--- src/rtl/spi_slave_param_if.sv ---
// rtl/spi_slave_param_if.sv - SPI pin and RAM-side signal bundle for spi_slave_param
interface spi_slave_param_if #(
  parameter int PAYLOAD_W = 8
);
  localparam int FRAME_W = PAYLOAD_W + 2;

  logic                 SS_n;
  logic                 MOSI;
  logic                 tx_valid;
  logic [PAYLOAD_W-1:0] tx_data;
  logic                 MISO;
  logic [FRAME_W-1:0]   rx_data;
  logic                 rx_valid;
  logic                 frame_err;
  logic                 busy;

  modport slave (
    input  SS_n, MOSI, tx_valid, tx_data,
    output MISO, rx_data, rx_valid, frame_err, busy
  );

  modport master (
    output SS_n, MOSI, tx_valid, tx_data,
    input  MISO, rx_data, rx_valid, frame_err, busy
  );
endinterface

--- src/rtl/spi_slave_param.sv ---
// rtl/spi_slave_param.sv - SPI slave front-end: frame deserialiser, RAM read-data serialiser
module spi_slave_param #(
  parameter int PAYLOAD_W = 8,
  parameter bit LSB_FIRST = 1'b0
) (
  input  logic             clk,
  input  logic             rst_n,
  spi_slave_param_if.slave bus
);
  localparam int FRAME_W = PAYLOAD_W + 2;
  localparam int CNT_W   = $clog2(FRAME_W + 1);
  localparam logic [CNT_W-1:0] RX_LAST = CNT_W'(FRAME_W - 1);
  localparam logic [CNT_W-1:0] TX_DONE = CNT_W'(PAYLOAD_W);
  localparam logic [CNT_W-1:0] CNT_ONE = CNT_W'(1);

  typedef enum logic [2:0] {
    IDLE    = 3'd0,
    RX      = 3'd1,
    WAIT_SS = 3'd2,
    TX_WAIT = 3'd3,
    TX      = 3'd4
  } state_e;

  state_e               state_q, state_d;
  logic [CNT_W-1:0]     cnt_q, cnt_d;
  logic [FRAME_W-2:0]   rx_sh_q, rx_sh_d;
  logic [FRAME_W-1:0]   rx_data_q, rx_data_d;
  logic [PAYLOAD_W-1:0] tx_sh_q, tx_sh_d;
  logic                 miso_q, miso_d;
  logic                 rx_valid_q, rx_valid_d;
  logic                 frame_err_q, frame_err_d;
  logic                 rd_pending_q, rd_pending_d;

  logic [FRAME_W-1:0]   rx_frame;
  logic [FRAME_W-2:0]   rx_shifted;
  logic [1:0]           rx_cmd;
  logic                 tx_load_bit;
  logic                 tx_cur_bit;
  logic [PAYLOAD_W-1:0] tx_load_sh;
  logic [PAYLOAD_W-1:0] tx_next_sh;

  // The frame as it would stand if the current MOSI bit were its last one.
  always_comb begin
    rx_frame    = LSB_FIRST ? {bus.MOSI, rx_sh_q} : {rx_sh_q, bus.MOSI};
    rx_shifted  = LSB_FIRST ? rx_frame[FRAME_W-1:1] : rx_frame[FRAME_W-2:0];
    rx_cmd      = rx_frame[FRAME_W-1 -: 2];
    tx_load_bit = LSB_FIRST ? bus.tx_data[0] : bus.tx_data[PAYLOAD_W-1];
    tx_cur_bit  = LSB_FIRST ? tx_sh_q[0] : tx_sh_q[PAYLOAD_W-1];
    tx_load_sh  = LSB_FIRST ? (bus.tx_data >> 1) : (bus.tx_data << 1);
    tx_next_sh  = LSB_FIRST ? (tx_sh_q >> 1) : (tx_sh_q << 1);
  end

  always_comb begin
    state_d      = state_q;
    cnt_d        = cnt_q;
    rx_sh_d      = rx_sh_q;
    rx_data_d    = rx_data_q;
    tx_sh_d      = tx_sh_q;
    miso_d       = 1'b0;
    rx_valid_d   = 1'b0;
    frame_err_d  = 1'b0;
    rd_pending_d = rd_pending_q;

    case (state_q)
      IDLE: begin
        cnt_d = '0;
        if (!bus.SS_n) begin
          rx_sh_d = rx_shifted;
          cnt_d   = CNT_ONE;
          state_d = RX;
        end
      end

      RX: begin
        if (bus.SS_n) begin
          frame_err_d = 1'b1;
          cnt_d       = '0;
          state_d     = IDLE;
        end else if (cnt_q == RX_LAST) begin
          rx_sh_d    = rx_shifted;
          rx_data_d  = rx_frame;
          rx_valid_d = 1'b1;
          cnt_d      = '0;
          state_d    = WAIT_SS;
          case (rx_cmd)
            2'b10: rd_pending_d = 1'b1;
            2'b11: begin
              if (rd_pending_q) begin
                state_d = TX_WAIT;
              end else begin
                frame_err_d = 1'b1;
              end
            end
            default: ;
          endcase
        end else begin
          rx_sh_d = rx_shifted;
          cnt_d   = cnt_q + CNT_ONE;
        end
      end

      WAIT_SS: begin
        cnt_d = '0;
        if (bus.SS_n) begin
          state_d = IDLE;
        end
      end

      TX_WAIT: begin
        if (bus.SS_n) begin
          frame_err_d = 1'b1;
          cnt_d       = '0;
          state_d     = IDLE;
        end else if (bus.tx_valid) begin
          tx_sh_d = tx_load_sh;
          miso_d  = tx_load_bit;
          cnt_d   = CNT_ONE;
          state_d = TX;
        end
      end

      TX: begin
        // An abort here keeps rd_pending so the host can retry the read-data frame.
        if (bus.SS_n) begin
          frame_err_d = 1'b1;
          cnt_d       = '0;
          state_d     = IDLE;
        end else if (cnt_q == TX_DONE) begin
          rd_pending_d = 1'b0;
          cnt_d        = '0;
          state_d      = WAIT_SS;
        end else begin
          miso_d  = tx_cur_bit;
          tx_sh_d = tx_next_sh;
          cnt_d   = cnt_q + CNT_ONE;
        end
      end

      default: begin
        cnt_d   = '0;
        state_d = IDLE;
      end
    endcase
  end

  always_ff @(posedge clk) begin
    if (!rst_n) begin
      state_q      <= IDLE;
      cnt_q        <= '0;
      rx_sh_q      <= '0;
      rx_data_q    <= '0;
      tx_sh_q      <= '0;
      miso_q       <= 1'b0;
      rx_valid_q   <= 1'b0;
      frame_err_q  <= 1'b0;
      rd_pending_q <= 1'b0;
    end else begin
      state_q      <= state_d;
      cnt_q        <= cnt_d;
      rx_sh_q      <= rx_sh_d;
      rx_data_q    <= rx_data_d;
      tx_sh_q      <= tx_sh_d;
      miso_q       <= miso_d;
      rx_valid_q   <= rx_valid_d;
      frame_err_q  <= frame_err_d;
      rd_pending_q <= rd_pending_d;
    end
  end

  assign bus.MISO      = miso_q;
  assign bus.rx_data   = rx_data_q;
  assign bus.rx_valid  = rx_valid_q;
  assign bus.frame_err = frame_err_q;
  assign bus.busy      = (state_q != IDLE);
endmodule

--- src/flat_wrapper.sv ---
// flat-port wrapper written by rule: the top's interface ports become plain ports
module spi_slave_param_flat 
#(
  parameter int PAYLOAD_W = 8,
  parameter bit LSB_FIRST = 1'b0
)
  (clk, rst_n, bus_SS_n, bus_MOSI, bus_tx_valid, bus_tx_data, bus_MISO, bus_rx_data, bus_rx_valid, bus_frame_err, bus_busy);
  spi_slave_param_if #(.PAYLOAD_W(PAYLOAD_W)) bus_i ();
  input  logic clk;
  input  logic rst_n;
  input wire logic [$bits(bus_i.SS_n)-1:0] bus_SS_n;
  input wire logic [$bits(bus_i.MOSI)-1:0] bus_MOSI;
  input wire logic [$bits(bus_i.tx_valid)-1:0] bus_tx_valid;
  input wire logic [$bits(bus_i.tx_data)-1:0] bus_tx_data;
  output wire logic [$bits(bus_i.MISO)-1:0] bus_MISO;
  output wire logic [$bits(bus_i.rx_data)-1:0] bus_rx_data;
  output wire logic [$bits(bus_i.rx_valid)-1:0] bus_rx_valid;
  output wire logic [$bits(bus_i.frame_err)-1:0] bus_frame_err;
  output wire logic [$bits(bus_i.busy)-1:0] bus_busy;
  assign bus_i.SS_n = bus_SS_n;
  assign bus_i.MOSI = bus_MOSI;
  assign bus_i.tx_valid = bus_tx_valid;
  assign bus_i.tx_data = bus_tx_data;
  assign bus_MISO = bus_i.MISO;
  assign bus_rx_data = bus_i.rx_data;
  assign bus_rx_valid = bus_i.rx_valid;
  assign bus_frame_err = bus_i.frame_err;
  assign bus_busy = bus_i.busy;
  spi_slave_param #(.PAYLOAD_W(PAYLOAD_W), .LSB_FIRST(LSB_FIRST)) u_core (.clk(clk), .rst_n(rst_n), .bus(bus_i));
endmodule
--- config.mk ---
export PLATFORM = sky130hd
export DESIGN_NAME = spi_slave_param_flat
export DESIGN_NICKNAME = d
export VERILOG_FILES = /design/src/rtl/spi_slave_param_if.sv /design/src/rtl/spi_slave_param.sv /design/src/flat_wrapper.sv
export SDC_FILE = /design/constraint.sdc
export NUM_CORES = 1
export LEC_CHECK = 0
export ABC_AREA = 0
export CAP_MARGIN = 20
export CORE_UTILIZATION = 47
export CTS_BUF_LIST = sky130_fd_sc_hd__clkbuf_16
export CTS_CLUSTER_SIZE = 40
export DETAILED_ROUTE_END_ITERATION = 6
export PLACE_DENSITY_LB_ADDON = 0.3
export SYNTH_ARGS = -nofsm -noshare
export SYNTH_HDL_FRONTEND = slang
export SYNTH_SLANG_ARGS = --single-unit
--- constraint.sdc ---
create_clock -name clk -period 1.6 [get_ports clk]
set_clock_uncertainty 0.1 [all_clocks]
set_input_delay 0.4 -clock clk [delete_from_list [all_inputs] [get_ports clk]]
set_output_delay 0.4 -clock clk [all_outputs]
set_load 0.01 [all_outputs]
==> run_results.csv, run 1 <==
group,metric,value,unit
detailed_routing,drt_iter0_markers,125,
sta,slew-limit-headroom,0.770,
pwr,finalPower,2.56,mW
synthesis,synth_ff_type,"dfxtp_1",
synthesis,synth_top_family_by_area,"simple AND/OR/NAND/NOR gates",
detailed_routing,drtAntennaViolNets,0,
worst_setup_path,rr_worst_depth,7,
synthesis,synth-compound-area-share,0.146,
layout,nFillCells,232,
pwr,irDropWorstVdd,0.000686,V
floorplan,fp-row-count,21,
global_route,grt_pass1_vias,1529,
worst_hold_path,min_path_type,"reg2reg",
floorplan,initial_core_util,0.503,
clock_network,numCtsBuffers,5,
global_route,grt-ovfl-total,0,
synthesis,synth.net_count,206,
sta,final_hold_viol_count,0,
synthesis,netlist_instances,190,
sta,holdWs,372,ps
clock_network,cts_max_level,2,
detailed_routing,drt-wirelength-per-cell,17.2,um
sta,fin_ws,-181,ps
floorplan,io_pins,27,
detailed_routing,via_per_inst,5.72,
clock_network,clk_path_buf_depth,2,
worst_hold_path,hp-start,"u_core.rx_sh_q[5]",
worst_hold_path,min_to,"u_core.rx_sh_q[6]",
pwr,power.leakage,1.04,nW
sta,period_minus_slack,1780,ps
pwr,p_per_area,959,nW/um2
layout,insertedDiodeCount,0,
worst_setup_path,critical_path.max_fanout,4,
floorplan,die_y,62.5,um
clock_network,cts_tree,"yes",
synthesis,syn_area_per_cell,9.04,um2
sta,rsz0062_at_grt,"true",
synthesis,ys_seq_area_frac,0.431,
global_route,antenna_found_initial,0,
detailed_routing,totalWireLength,5.16,mm
synthesis,synthArstFlopShare,0,
worst_setup_path,cp.required,1700,ps
sta,max_freq,561,MHz
worst_setup_path,crit_type,"reg2reg",
worst_setup_path,rr_startpoint,"u_core.cnt_q[1]",
clock_network,clk_pin_slew_worst_paths,50,ps
global_route,track_usage,0.230,
clock_network,root_buffer,"clkbuf_16",
worst_setup_path,worst_setup_path_end_kind,"flip-flop",
floorplan,core-area,3420,um2
place,hpwl,2.84,mm
floorplan,die_area,3900,um2
synthesis,netlist_area,1720,um2
global_route,grt_max_degree,17,
detailed_routing,dr.pass1.iters,5,
sta,fin_crit_sh,1.11,
clock_network,postCtsHoldBufs,0,
synthesis,synthAdderAreaFrac,0.0218,
worst_setup_path,cp-start-kind,"flip-flop",
synthesis,muxShareOfSynthArea,0.105,
layout,nets,271,
synthesis,synth-xor-area-share,0.0102,
sta,setup_viol,24,
synthesis,yosys.area_share.simple,0.236,
sta,maxSlewViolCount,0,
layout,syn_to_final_growth,55.5,%
place,portBuffers,26,
worst_hold_path,hold_path_depth,2,
worst_setup_path,r2r_slack,-180,ps
run,max_cap_violations,0,
synthesis,ys_warn_count,0,
synthesis,synth_cell_types,42,
outcome,status,"complete, but fails checks",
clock_network,cts_sinks,37,
outcome,violations,"negative setup slack",
worst_setup_path,arrival,1880,ps
detailed_routing,drc_errors,0,
synthesis,synth-edff-count,0,
sta,tightestPinTransition,342,ps
worst_setup_path,r2r-end,"u_core.cnt_q[2]",
layout,drive_above_1_share,0.362,
global_route,grt_pass1_wl,7.04,mm
clock_network,clk-insertion-delay-late,280,ps
detailed_routing,num_vias,1715,
worst_setup_path,crit_path_start,"u_core.cnt_q[1]",
floorplan,die_w,62.5,um
place,place_congestion,0.837,
synthesis,synth_seq_cells,37,
==> cells in the final DEF, fill, tap and decap left out, types with 3 or more instances in the layout <==
cell / netlist / routed
nand3b_1: 3 / 3
nor2_1: 13 / 13
a21oi_1: 21 / 11
buf_4: 2 / 33
clkbuf_16: 0 / 5
nor3b_4: 2 / 3
or3_1: 9 / 4
o21ai_0: 8 / 6
nand2_1: 24 / 24
or3_4: 0 / 5
dlygate4sd2_1: 0 / 14
a21oi_2: 0 / 8
dfxtp_4: 0 / 3
mux2i_1: 18 / 18
dfxtp_1: 37 / 32
clkdlybuf4s50_1: 0 / 10
buf_6: 1 / 9
==> sequential cells by signal, summed over array words and instances (netlist names) <==
| name | count |
|---|---|
| u_core.bus.MISO | 1 |
| u_core.bus.frame_err | 1 |
| u_core.bus.rx_data | 10 |
| u_core.bus.rx_valid | 1 |
| u_core.cnt_q | 4 |
| u_core.rd_pending_q | 1 |
| u_core.rx_sh_q | 9 |
| u_core.state_q | 3 |
| u_core.tx_sh_q | 7 |
==> report_power, final <==
group	switching (mW)	total (mW)	leakage (nW)	internal, mW
clock network	0.339	0.894	0.0655	0.555
registers	0.0519	1.02	0.302	0.966
logic	0.303	0.651	0.674	0.348
total	0.694	2.56	1.04	1.87
==> area by class of cell <==
| cell class | count | area, um2 | share of cell area |
|---|---|---|---|
| clock buffer | 5 | 125 | 0.0468 |
| sequential | 37 | 754 | 0.282 |
| tap | 46 | 57.6 | 0.0215 |
| inverter | 4 | 17.5 | 0.00656 |
| clock inverter | 1 | 5.00 | 0.00187 |
| multi-input combinational | 135 | 1050 | 0.393 |
| timing repair buffer | 72 | 662 | 0.248 |
==> Yosys cell counts (3+ instances only) <==
master | count | share of area
nand2_1 | 24 | 0.052
clkbuf_1 | 9 | 0.020
nor4_1 | 3 | 0.011
ha_1 | 3 | 0.022
nor2_1 | 13 | 0.028
mux2i_1 | 18 | 0.10
a21oi_1 | 21 | 0.061
inv_1 | 3 | 0.0066
o21ai_0 | 8 | 0.023
or3_1 | 9 | 0.033
nand3b_1 | 3 | 0.013
dfxtp_1 | 37 | 0.43
==> critical path, stage by stage, from the launching register on <==
cell	delay, ps
dfxtp_2	350
inv_4	60
ha_4	140
nand3b_1	140
buf_4	140
a22oi_2	70
or4b_1	540
a31oi_1	160
==> kinds of logic (layout without fill, tap and decap cells) <==
group,after synthesis,in the layout
XOR/XNOR,2,2
AO/OA/AOI/OAI,41,41
multiplexers,18,18
AND/OR/NAND/NOR,71,71
buffers and inverters,18,82
adder cells (fa/ha/maj),3,3
flip-flops,37,37
==> worst max-delay path by stage <==
stage | depth (start not counted) | to | slack (ps)
3_3_place_gp | 6 | u_core.tx_sh_q[5] | -420
5_1_grt | 8 | u_core.tx_sh_q[1] | -250
3_5_place_dp | 6 | u_core.tx_sh_q[2] | -490
2_1_floorplan | 7 | u_core.tx_sh_q[2] | -9
6_report | 7 | u_core.cnt_q[2] | -180
4_1_cts | 6 | u_core.tx_sh_q[2] | -150
==> timing repair <==
action	4_1_cts	5_1_grt
resized for setup	33	39
pin swaps	11	22
buffers inserted	4	13
cloned	2	0
endpoints found under the setup margin	46	35
endpoints found under the hold margin	0	0
==> layer usage <==
layer | part of all wire | track usage | wire (um)
met1 | 0.40 | 0.267 | 2070
met2 | 0.52 | 0.414 | 2690
met3 | 0.067 | 0.0620 | 348
met4 | 0.010 | 0.0581 | 52
met5 | 0 | 0 | 0
==> metrics by stage <==
| stage | util | instance area [um2] | instances | setup slack [ps] | setup TNS [ps] |
|---|---|---|---|---|---|
| after floorplan | - | 1720 | 190 | -9.06 | -18.1 |
| after global placement | 0.649 | 2220 | 279 | -423 | -9500 |
| after detailed placement | 0.649 | 2220 | 279 | -494 | -10580 |
| after CTS | 0.718 | 2450 | 290 | -146 | -1290 |
| after global routing | 0.782 | 2670 | 300 | -246 | -3430 |
| final | 0.782 | 2670 | 300 | -181 | -2030 |
(Power assumes the default switching activity.)
==> inputs of run 2 (changes only) <==
- CORE_MARGIN: not set -> 2
==> run_results.csv, run 2 (synthesis results as in run 1) <==
group,metric,value,unit
global_route,antenna_found_initial,0,
detailed_routing,num_vias,1655,
sta,rsz0062_at_grt,"true",
global_route,grt_pass1_wl,7.42,mm
place,place_congestion,0.856,
detailed_routing,drc_errors,0,
worst_setup_path,crit_family,"simple AND/OR/NAND/NOR gates",
clock_network,postCtsHoldBufs,0,
detailed_routing,drt-wirelength-per-cell,15.4,um
sta,maxSlewViolCount,0,
worst_setup_path,r2r_slack,-110,ps
place,hpwl,2.82,mm
worst_setup_path,cp.required,1710,ps
layout,syn_to_final_growth,49.7,%
sta,fin_ws,-115,ps
sta,setup_viol,25,
pwr,power.leakage,1.00,nW
layout,insertedDiodeCount,0,
place,portBuffers,26,
global_route,track_usage,0.233,
pwr,finalPower,2.60,mW
clock_network,clk_pin_slew_worst_paths,50,ps
floorplan,fp-row-count,21,
floorplan,core-area,3420,um2
outcome,status,"complete, but fails checks",
sta,tightestPinTransition,284,ps
worst_hold_path,min_path_type,"reg2reg",
sta,fin_crit_sh,1.07,
layout,final_common_cell,"buf_4",
floorplan,die_w,64.5,um
clock_network,root_buffer,"clkbuf_16",
detailed_routing,drt_iter0_markers,99,
detailed_routing,via_per_inst,5.55,
layout,final_cell_area,2570,um2
floorplan,io_pins,27,
worst_setup_path,cp-start-kind,"flip-flop",
floorplan,die_area,4150,um2
clock_network,cts_tree,"yes",
worst_setup_path,cp.buffers_inverters,2,
clock_network,cts_sinks,37,
sta,period_minus_slack,1710,ps
sta,slew-limit-headroom,0.809,
sta,holdWs,381,ps
sta,max_freq,583,MHz
floorplan,die_y,64.5,um
outcome,violations,"negative setup slack",
clock_network,clk-insertion-delay-late,280,ps
detailed_routing,totalWireLength,4.59,mm
global_route,grt_max_degree,20,
global_route,grt-ovfl-total,0,
layout,nets,268,
pwr,irDropWorstVdd,0.000861,V
worst_setup_path,crit_chain,"buf_6 > nor3b_4 > a21oi_2 > buf_4 > or3_1 > a21oi_1",
place,placed_area,2240,um2
sta,final_hold_viol_count,0,
worst_setup_path,crit_type,"reg2reg",
detailed_routing,drtAntennaViolNets,0,
layout,largest_register_ffs,10,
worst_setup_path,arrival,1820,ps
worst_setup_path,max_stage_delay,350,ps
clock_network,clk_path_buf_depth,2,
worst_setup_path,crit_slowest_cell,"or3_1",
pwr,p_per_area,1010,nW/um2
detailed_routing,dr.pass1.iters,4,
worst_setup_path,critical_path.max_fanout,6,
layout,drive_above_1_share,0.302,
clock_network,cts_max_level,2,
global_route,grt_pass1_vias,1522,
floorplan,initial_core_util,0.503,
layout,layout.cells.most_common_list,"buf_4 (35), dfxtp_1 (33), nand2_1 (24), mux2i_1 (18), a21oi_1 (17)",
run,max_cap_violations,0,
worst_setup_path,worst_setup_path_end_kind,"flip-flop",
clock_network,numCtsBuffers,5,
run 2: layout make-up:
| class | instances | area (um2) |
|---|---|---|
| Sequential cell | 37 | 751 |
| Timing Repair Buffer | 69 | 622 |
| Multi-Input combinational cell | 135 | 990 |
| Inverter | 4 | 20.0 |
| Fill cell | 233 | 843 |
| Tap cell | 46 | 57.6 |
| Clock buffer | 5 | 125 |
| Clock inverter | 2 | 7.51 |
run 2: where the power goes:
group	switching (mW)	internal [mW]	leakage, nW
clock	0.343	0.556	0.0685
sequential	0.0437	0.961	0.301
combinational	0.313	0.380	0.634
total	0.700	1.90	1.00
run 2: worst min-delay path, delay by kind of cell (launching register included):
family | cells | cell delay (ps)
AOI/OAI and AO/OA | 2 | 130
DFF | 1 | 310
run 2: worst paths after layout:
| check | to | cells past startpoint | startpoint |
|---|---|---|---|
| max | u_core.tx_sh_q[5] | 6 | u_core.state_q[0] |
| min | u_core.tx_sh_q[3] | 2 | u_core.tx_sh_q[3] |
| min reg2reg | u_core.tx_sh_q[3] | 2 | u_core.tx_sh_q[3] |
| max reg2reg | u_core.tx_sh_q[5] | 6 | u_core.state_q[0] |
run 2: what timing repair did:
| item | CTS | global route |
|---|---|---|
| setup endpoints to repair | 44 | 31 |
| cloned | 2 | 0 |
| gates resized for setup | 43 | 5 |
| buffers inserted | 3 | 6 |
| pin swaps | 13 | 9 |
run 2: through the flow:
step | setup WS [ps] | std cells | setup TNS (ps) | util
after floorplan | -9.06 | 190 | -18.1 | -
after global placement | -391 | 280 | -9700 | 0.655
after detailed placement | -448 | 280 | -10560 | 0.655
after CTS | -103 | 292 | -1350 | 0.737
after global routing | -212 | 298 | -4200 | 0.753
final | -115 | 298 | -2060 | 0.753
run 2: per-layer routing:
layer / share of wire / GRT usage
met2: 0.53 / 0.414
met5: 0 / 0
met4: 0.021 / 0.0745
met1: 0.40 / 0.272
met3: 0.053 / 0.0625
